[src/rtl/bw_pkg.sv]
// Shared types and default sizing for the Baugh-Wooley MAC accumulator slice.
package bw_pkg;

   localparam int unsigned PROD_W_DEF  = 32;
   localparam int unsigned ACC_W_DEF   = 40;
   localparam int unsigned MAX_LEN_DEF = 256;

   typedef enum logic [1:0] {
      IDLE,
      ACCUM,
      HOLD
   } state_t;

endpackage

[src/rtl/bw_mac_accumulator_if.sv]
// Product-in / group-result-out handshake bundle for bw_mac_accumulator.
interface bw_mac_accumulator_if
   import bw_pkg::*;
#(
   parameter int unsigned PROD_W  = PROD_W_DEF,
   parameter int unsigned ACC_W   = ACC_W_DEF,
   parameter int unsigned MAX_LEN = MAX_LEN_DEF
);

   localparam int unsigned CNT_W = $clog2(MAX_LEN + 1);

   logic              in_valid;
   logic              in_ready;
   logic [PROD_W-1:0] in_product;
   logic              in_last;

   logic              out_valid;
   logic              out_ready;
   logic [ACC_W-1:0]  out_acc;
   logic [CNT_W-1:0]  out_count;
   logic              out_forced;
   logic              out_sat;

   // Producer of products and consumer of results
   modport master (
      output in_valid, in_product, in_last, out_ready,
      input  in_ready, out_valid, out_acc, out_count, out_forced, out_sat
   );

   // The accumulator itself
   modport slave (
      input  in_valid, in_product, in_last, out_ready,
      output in_ready, out_valid, out_acc, out_count, out_forced, out_sat
   );

endinterface

[src/rtl/bw_acc_add.sv]
// ACC_W two's-complement adder; saturating when BW_MAC_SAT_EN is defined, wrapping otherwise.
module bw_acc_add #(
   parameter int unsigned ACC_W = 40
) (
   input  logic [ACC_W-1:0] a,
   input  logic [ACC_W-1:0] b,
   output logic [ACC_W-1:0] sum,
   output logic             ovf
);

   localparam logic [ACC_W-1:0] SAT_MAX = {1'b0, {(ACC_W-1){1'b1}}};
   localparam logic [ACC_W-1:0] SAT_MIN = {1'b1, {(ACC_W-1){1'b0}}};

   logic [ACC_W-1:0] raw;

   assign raw = a + b;

`ifdef BW_MAC_SAT_EN
   // Like-signed operands producing an opposite-signed result have overflowed
   assign ovf = (a[ACC_W-1] == b[ACC_W-1]) && (raw[ACC_W-1] != a[ACC_W-1]);
   assign sum = ovf ? (a[ACC_W-1] ? SAT_MIN : SAT_MAX) : raw;
`else
   assign ovf = 1'b0;
   assign sum = raw;
`endif

endmodule

[src/rtl/bw_mac_accumulator.sv]
// Group accumulator behind the 16x16 Baugh-Wooley multiplier: sums in_last-delimited product groups.
// Optional macro BW_MAC_SAT_EN selects saturating accumulation and a live out_sat flag.
module bw_mac_accumulator
   import bw_pkg::*;
#(
   parameter int unsigned PROD_W  = PROD_W_DEF,
   parameter int unsigned ACC_W   = ACC_W_DEF,
   parameter int unsigned MAX_LEN = MAX_LEN_DEF
) (
   input  logic         clk,
   input  logic         rst,
   bw_mac_accumulator_if.slave bus
);

   localparam int unsigned CNT_W = $clog2(MAX_LEN + 1);

   if (ACC_W < PROD_W) begin : g_bad_acc_w
      $error("bw_mac_accumulator: ACC_W must be >= PROD_W");
   end
   if (MAX_LEN < 1) begin : g_bad_max_len
      $error("bw_mac_accumulator: MAX_LEN must be >= 1");
   end

   state_t           state;
   state_t           state_nxt;

   logic [ACC_W-1:0] acc;
   logic [CNT_W-1:0] count;
   logic             sat;

   logic             xfer;
   logic             hit_max;
   logic             close;
   logic [CNT_W-1:0] cnt_nxt;
   logic             sat_nxt;
   logic [ACC_W-1:0] add_a;
   logic [ACC_W-1:0] add_b;
   logic [ACC_W-1:0] add_sum;
   logic             add_ovf;

   // Handshake decodes depend on state only
   assign bus.in_ready  = (state != HOLD);
   assign bus.out_valid = (state == HOLD);
   assign xfer          = bus.in_valid && (state != HOLD);

   // First beat of a group starts from zero so one adder serves both IDLE and ACCUM
   assign add_a   = (state == IDLE) ? '0 : acc;
   assign add_b   = ACC_W'($signed(bus.in_product));
   assign cnt_nxt = ((state == IDLE) ? '0 : count) + CNT_W'(1);
   assign hit_max = (cnt_nxt == CNT_W'(MAX_LEN));
   assign close   = bus.in_last || hit_max;
   assign sat_nxt = ((state == IDLE) ? 1'b0 : sat) | add_ovf;

   bw_acc_add #(
      .ACC_W (ACC_W)
   ) u_add (
      .a   (add_a),
      .b   (add_b),
      .sum (add_sum),
      .ovf (add_ovf)
   );

   // State register
   always_ff @(posedge clk or posedge rst) begin
      if (rst) begin
         state <= IDLE;
      end else begin
         state <= state_nxt;
      end
   end

   // Next-state logic
   always_comb begin
      state_nxt = state;
      case (state)
         IDLE, ACCUM: begin
            if (xfer) begin
               state_nxt = close ? HOLD : ACCUM;
            end
         end
         HOLD: begin
            if (bus.out_ready) begin
               state_nxt = IDLE;
            end
         end
         default: state_nxt = IDLE;
      endcase
   end

   // Running sum, term counter and the result registers captured on the closing beat
   always_ff @(posedge clk or posedge rst) begin
      if (rst) begin
         acc            <= '0;
         count          <= '0;
         sat            <= 1'b0;
         bus.out_acc    <= '0;
         bus.out_count  <= '0;
         bus.out_forced <= 1'b0;
         bus.out_sat    <= 1'b0;
      end else if (xfer) begin
         acc   <= add_sum;
         count <= cnt_nxt;
         sat   <= sat_nxt;
         if (close) begin
            bus.out_acc    <= add_sum;
            bus.out_count  <= cnt_nxt;
            bus.out_forced <= hit_max && !bus.in_last;
            bus.out_sat    <= sat_nxt;
         end
      end else if ((state == HOLD) && bus.out_ready) begin
         sat            <= 1'b0;
         bus.out_forced <= 1'b0;
         bus.out_sat    <= 1'b0;
      end
   end

endmodule

[src/flat_wrapper.sv]
// flat-port wrapper written by rule: the top's interface ports become plain ports
module bw_mac_accumulator_flat import bw_pkg::*;
#(
   parameter int unsigned PROD_W  = PROD_W_DEF,
   parameter int unsigned ACC_W   = ACC_W_DEF,
   parameter int unsigned MAX_LEN = MAX_LEN_DEF
)
  (clk, rst, bus_in_valid, bus_in_product, bus_in_last, bus_out_ready, bus_in_ready, bus_out_valid, bus_out_acc, bus_out_count, bus_out_forced, bus_out_sat);
  bw_mac_accumulator_if #(.PROD_W(PROD_W), .ACC_W(ACC_W), .MAX_LEN(MAX_LEN)) bus_i ();
  input  logic clk;
  input  logic rst;
  input wire logic [$bits(bus_i.in_valid)-1:0] bus_in_valid;
  input wire logic [$bits(bus_i.in_product)-1:0] bus_in_product;
  input wire logic [$bits(bus_i.in_last)-1:0] bus_in_last;
  input wire logic [$bits(bus_i.out_ready)-1:0] bus_out_ready;
  output wire logic [$bits(bus_i.in_ready)-1:0] bus_in_ready;
  output wire logic [$bits(bus_i.out_valid)-1:0] bus_out_valid;
  output wire logic [$bits(bus_i.out_acc)-1:0] bus_out_acc;
  output wire logic [$bits(bus_i.out_count)-1:0] bus_out_count;
  output wire logic [$bits(bus_i.out_forced)-1:0] bus_out_forced;
  output wire logic [$bits(bus_i.out_sat)-1:0] bus_out_sat;
  assign bus_i.in_valid = bus_in_valid;
  assign bus_i.in_product = bus_in_product;
  assign bus_i.in_last = bus_in_last;
  assign bus_i.out_ready = bus_out_ready;
  assign bus_in_ready = bus_i.in_ready;
  assign bus_out_valid = bus_i.out_valid;
  assign bus_out_acc = bus_i.out_acc;
  assign bus_out_count = bus_i.out_count;
  assign bus_out_forced = bus_i.out_forced;
  assign bus_out_sat = bus_i.out_sat;
  bw_mac_accumulator #(.PROD_W(PROD_W), .ACC_W(ACC_W), .MAX_LEN(MAX_LEN)) u_core (.clk(clk), .rst(rst), .bus(bus_i));
endmodule
[config.mk]
export PLATFORM = sky130hd
export DESIGN_NAME = bw_mac_accumulator_flat
export DESIGN_NICKNAME = d
export VERILOG_FILES = /design/src/rtl/bw_pkg.sv /design/src/rtl/bw_mac_accumulator_if.sv /design/src/rtl/bw_acc_add.sv /design/src/rtl/bw_mac_accumulator.sv /design/src/flat_wrapper.sv
export SDC_FILE = /design/constraint.sdc
export NUM_CORES = 1
export LEC_CHECK = 0
export CORE_MARGIN = 1.5
export CORE_UTILIZATION = 43
export CTS_CLUSTER_SIZE = 24
export DETAILED_ROUTE_END_ITERATION = 7
export PLACE_DENSITY = 0.73
export SYNTH_ARGS = -nofsm -noshare
export SYNTH_HDL_FRONTEND = slang
export SYNTH_SLANG_ARGS = --single-unit
export TNS_END_PERCENT = 20
[constraint.sdc]
create_clock -name clk -period 5 [get_ports clk]
set_input_delay 0.75 -clock clk [delete_from_list [all_inputs] [get_ports clk]]
set_output_delay 0.75 -clock clk [all_outputs]
set_load 0.01 [all_outputs]
==> impl_metrics.ini, run 1 <==
[sta]
skew_ns = 0.0102
drv_slew = 0
tightestPinTransition_ns = 0.880
setup_viol = 0
fin_tns_setup_ns = 0
relSlewSlack = 0.413
fmax_mhz = 245
final.setup.worst_slack_ns = 0.911
hold_violations = 0
fin_crit_sh = 0.818
whs_ns = 0.468
period_needed_ns = 4.09
rsz0062_at_grt = false

[routing]
drc_errors = 0
routed-via-count = 5502
wire_per_inst_um = 15.1
routed_via_density = 5.30
ant_nets = 0
drt-total-wl_um = 15700
drt-pass1-iter-count = 5
first_iter_violations = 300

[final_layout]
fin_cells = 1038
drive_above_1_share = 0.0718
final_util = 0.525
synthToLayoutAreaGrowth_pct = 18.8
stdcell_area_um2 = 7980
nFillCells = 1430
antenna_cells = 0
fin_nets = 924

[worst_setup_path]
worst_setup_path_end_kind = register
cp.required_ns = 5.24
timing.critical_path.to = u_core.acc[32]$_DFFE_PP0P_
rrSetupSlack_ns = 0.91
r2r-start = u_core.state[0]$_DFFE_PP0P_
crit_path_start_kind = register
cp-startpoint = u_core.state[0]$_DFFE_PP0P_
cp_max_fo = 25
ff2ff_path_depth = 14
cp.arrival_ns = 4.33
critPathKind = register to register
r2r-end = u_core.acc[32]$_DFFE_PP0P_

[yosys]
ys_types = 70
yosysSeqAreaShare = 0.384
async_flop_share = 1.00
synth_fp_nets = 858
post-synth-top-count-cell = nand2_1
synth-seq-cells = 103
synth_area_leaders = dfrtp_1, nand2_1, ha_1
synth_area_per_cell_um2 = 8.62
yosysTopAreaCell = dfrtp_1
synth-edff-count = 0
ys_warn_count = 0
netlist_area_um2 = 6720
synth_top_flop_cell = dfrtp_1
synth_common_cells = nand2_1, dfrtp_1, a21oi_1
synthCells = 779
yosys.area.top_type_share = 0.384

[clocking]
htreeDepth = 3
hold_buffers = 0
cts.sinks = 103
root_buffer = clkbuf_16
cts_tree = built
clk_latency_ns = 0.36
clkTransAtPathRegs_ns = 0.07
post_cts_resized = 0
cts_made_buffers = 9
cts.path.max_buffers = 2
cts_setup_buffers = 0

[pwr]
irDropWorstVdd_v = 0.000257
total_power_mw = 4.14
power_density_nw_per_um2 = 518
p_leak_nw = 3.80

[floorplan]
initial_core_util = 0.442
pin_count = 90
core_um2 = 15200
die_x_um = 128
die_h_um = 128
die_area_um2 = 16400
rows = 45

[place]
dpl_cell_area_um2 = 7680
hpwl_um = 11100
place_congestion = 0.868
pre_cts_ws_ns = 0.972
placedCellCount = 1022
io_buffers = 89

[run_status]
status = complete, no violations

[global_route]
grt_max_degree = 71
grt-ovfl-total = 0
antenna_found_initial = 0
grtUsageTotal = 0.203
grt_pass1_wl_um = 26500
grt_pass1_vias = 5390

[worst_hold_path]
hold_class = register to register

[run]
maxCapViolCount = 0
==> worst max-delay path: stages, from the launching register on <==
cell and delay [ns]:
dfrtp_1 0.51, inv_1 0.14, nand2_1 0.42, and2_1 0.36, ha_1 0.23, fa_1 0.42, a21oi_1 0.18, nand4b_1 0.16
a21oi_1 0.13, o32ai_1 0.57, o2111ai_1 0.19, nand2_1 0.14, o21ai_1 0.10, xor2_1 0.15, mux2_2 0.27
==> routing by layer <==
metal	vias up	wire length, µm	part of all wire	GRT usage
li1	2775	-	-	-
met1	2611	7600	0.49	0.279
met2	100	7290	0.47	0.323
met3	16	561	0.036	0.0434
met4	0	212	0.014	0.0549
met5	-	0	0	0
==> logic make-up (layout without fill, tap and decap cells) <==
family | Yosys count | count (layout) | share of synthesized area
AOI/OAI and AO/OA | 164 | 164 | 0.168
xor gates and xnor gates | 46 | 46 | 0.0611
adders and majority gates | 42 | 42 | 0.0794
buffers and inverters | 53 | 124 | 0.0399
DFF | 103 | 103 | 0.384
muxes | 19 | 19 | 0.0315
and+or+nand+nor | 352 | 352 | 0.236
==> power by group <==
part | switching (mW) | leakage [nW] | internal [mW]
registers | 0.181 | 1.28 | 1.16
clock network | 0.338 | 0.152 | 0.395
logic | 1.09 | 2.36 | 0.970
total | 1.61 | 3.80 | 2.53
==> worst min path at each step <==
stage                     depth (start not counted)                          startpoint  slack (ns)                            endpoint
after floorplan                                   2           u_core.acc[0]$_DFFE_PP0P_        0.44           u_core.acc[0]$_DFFE_PP0P_
after global placement                            2           u_core.acc[7]$_DFFE_PP0P_        0.45           u_core.acc[7]$_DFFE_PP0P_
after detailed placement                          2           u_core.acc[3]$_DFFE_PP0P_        0.45           u_core.acc[3]$_DFFE_PP0P_
after CTS                                         2           u_core.acc[3]$_DFFE_PP0P_        0.47           u_core.acc[3]$_DFFE_PP0P_
after global routing                              2  u_core.bus.out_acc[26]$_DFFE_PP0P_        0.50  u_core.bus.out_acc[26]$_DFFE_PP0P_
final                                             2          u_core.acc[11]$_DFFE_PP0P_        0.47          u_core.acc[11]$_DFFE_PP0P_
==> flip-flops by register name, summed over array words and instances, names as in the netlist <==
signal and cells:
u_core.bus.out_sat 1, u_core.acc 40, u_core.bus.out_acc 40, u_core.count 9, u_core.bus.out_count 9, u_core.sat 1, u_core.state 2, u_core.bus.out_forced 1
==> layout by cell type, fill, tap and decap left out, types with 5 or more instances in the layout <==
cell	instances
nor2b_1	5
clkbuf_16	9
inv_1	10
nand2b_1	5
o21ai_1	21
dfrtp_1	103
ha_1	41
a21o_1	24
nor2_1	27
xnor2_1	25
nand3_1	11
buf_4	7
and2_1	43
mux2_2	16
o21bai_1	5
nand2_1	228
nand4_1	12
o21ai_0	26
xor2_1	20
a21oi_1	47
clkdlybuf4s50_1	89
==> final cells by class <==
type | instances | area (µm²) | area share
Timing Repair Buffer | 96 | 943 | 0.118
Sequential cell | 103 | 2580 | 0.323
Clock inverter | 7 | 77.6 | 0.00972
Inverter | 12 | 47.5 | 0.00596
Tap cell | 188 | 235 | 0.0295
Multi-Input combinational cell | 623 | 3870 | 0.485
Clock buffer | 9 | 225 | 0.0282
Power figures use the tool's default switching activity.
==> run 2, diff against run 1 <==
- clock period: 5 -> 4.25 ns (I/O delays scaled with it)
==> impl_metrics.ini, run 2 (synthesis results as in run 1) <==
[run_status]
status = complete, no violations

[routing]
first_iter_violations = 347
drc_errors = 0
wire_per_inst_um = 15.4
routed-via-count = 5461
drt-pass1-iter-count = 4
routed_via_density = 5.25
ant_nets = 0
drt-total-wl_um = 16000

[place]
hpwl_um = 11500
io_buffers = 89
placedCellCount = 1024
dpl_cell_area_um2 = 7690
place_congestion = 0.893
pre_cts_ws_ns = 0.407

[worst_hold_path]
min-delay-start = u_core.acc[4]$_DFFE_PP0P_
min_to = u_core.acc[4]$_DFFE_PP0P_
hold_class = register to register
whs_path_depth = 2

[global_route]
grt-ovfl-total = 0
grtUsageTotal = 0.204
grt_pass1_vias = 5282
antenna_found_initial = 0
grt_max_degree = 60
grt_pass1_wl_um = 26500

[clocking]
clkTransAtPathRegs_ns = 0.07
root_buffer = clkbuf_16
hold_buffers = 0
htreeDepth = 3
post_cts_resized = 0
cts_made_buffers = 9
cts.sinks = 103
cts.path.max_buffers = 2
clk_latency_ns = 0.36
cts_tree = built
cts_setup_buffers = 0

[pwr]
total_power_mw = 4.87
p_leak_nw = 3.81
power_density_nw_per_um2 = 609
irDropWorstVdd_v = 0.000274

[floorplan]
pin_count = 90
core_um2 = 15200
rows = 45
initial_core_util = 0.442
die_area_um2 = 16400
die_h_um = 128
die_x_um = 128

[final_layout]
top_regs = u_core.acc (40), u_core.bus.out_acc (40)
fin_nets = 926
synthToLayoutAreaGrowth_pct = 19.0
antenna_cells = 0
fin_cells = 1040
final_common_cell = nand2_1
nFillCells = 1431
layout_common_cells = nand2_1, dfrtp_1, clkdlybuf4s50_1
drive_above_1_share = 0.0728
stdcell_area_um2 = 7990
final_util = 0.526

[sta]
setup_viol = 0
fin_tns_setup_ns = 0
hold_violations = 0
whs_ns = 0.466
fmax_mhz = 261
period_needed_ns = 3.84
relSlewSlack = 0.506
drv_slew = 0
rsz0062_at_grt = false
skew_ns = 0.00681
fin_crit_sh = 0.903
tightestPinTransition_ns = 0.740
final.setup.worst_slack_ns = 0.411

[run]
maxCapViolCount = 0

[worst_setup_path]
critPathSlowestCell = dfrtp_1
crit_chain = inv_1, nand2_1, buf_4, and2_1, ha_1, nand3_1, xnor2_1, nand2_1, nor3b_1, nand4b_1, and2b_4, nand2b_2, buf_4, nand2_1, nand2_1
r2r-end = u_core.bus.out_acc[26]$_DFFE_PP0P_
cp_max_fo = 29
cp.required_ns = 4.51
rrSetupSlack_ns = 0.41
critPathKind = register to register
ff2ff_path_depth = 15
crit_path_start_kind = register
cp.arrival_ns = 4.09
worst_setup_path_end_kind = register
cp-startpoint = u_core.state[0]$_DFFE_PP0P_
cpPeakStageDelay_ns = 0.53
r2r-start = u_core.state[0]$_DFFE_PP0P_
path_delay_family = simple AND/OR/NAND/NOR gates
cp.buffers_inverters = 3
timing.critical_path.mode_cell = nand2_1
## run 2: cell types whose count changed in the layout (fill, tap and decap cells not counted)
cell / before / now
buf_4: 7 / 9
inv_6: 2 / 0
clkbuf_1: 0 / 1
clkbuf_8: 0 / 1
inv_8: 1 / 0
clkinv_4: 1 / 2
## run 2: metal layers
| metal | vias to the layer above | wire length (µm) | global-route usage |
|---|---|---|---|
| met5 | - | 0 | 0 |
| met4 | 0 | 240 | 0.0687 |
| met3 | 14 | 645 | 0.0309 |
| met2 | 108 | 7380 | 0.330 |
| met1 | 2565 | 7760 | 0.279 |
| li1 | 2774 | - | - |
## run 2: how the worst max path moves through the flow
stage | slack [ns] | to | depth (start not counted)
finish | 0.41 | u_core.bus.out_acc[26]$_DFFE_PP0P_ | 15
global route | 0.03 | u_core.bus.out_acc[26]$_DFFE_PP0P_ | 14
CTS | 0.38 | u_core.bus.out_acc[24]$_DFFE_PP0P_ | 15
detailed placement | 0.41 | u_core.bus.out_count[4]$_DFFE_PP0P_ | 15
global placement | 0.50 | u_core.bus.out_count[4]$_DFFE_PP0P_ | 15
floorplan | 0.88 | u_core.acc[32]$_DFFE_PP0P_ | 17
## run 2: power by group
group          total [mW]  internal [mW]  leakage (nW)  switching [mW]
registers            1.58           1.37          1.28           0.213
clock network       0.848          0.473         0.149           0.375
logic                2.44           1.14          2.37            1.29
total                4.87           2.99          3.81            1.88
## run 2: final cells by class
class                   count  area (µm²)  share of cell area
inverters                  12        47.5             0.00595
multi-input cells         623        3870               0.485
repair buffers             98         958               0.120
clock inverters             5        57.6             0.00720
flip-flops and latches    103        2580               0.323
clock buffers              11         243              0.0304
well taps                 188         235              0.0294
## run 2: worst min-delay path: stages, from the launching register on
cell and delay [ns]:
dfrtp_1 0.33, nand2_1 0.05, nand2_1 0.05
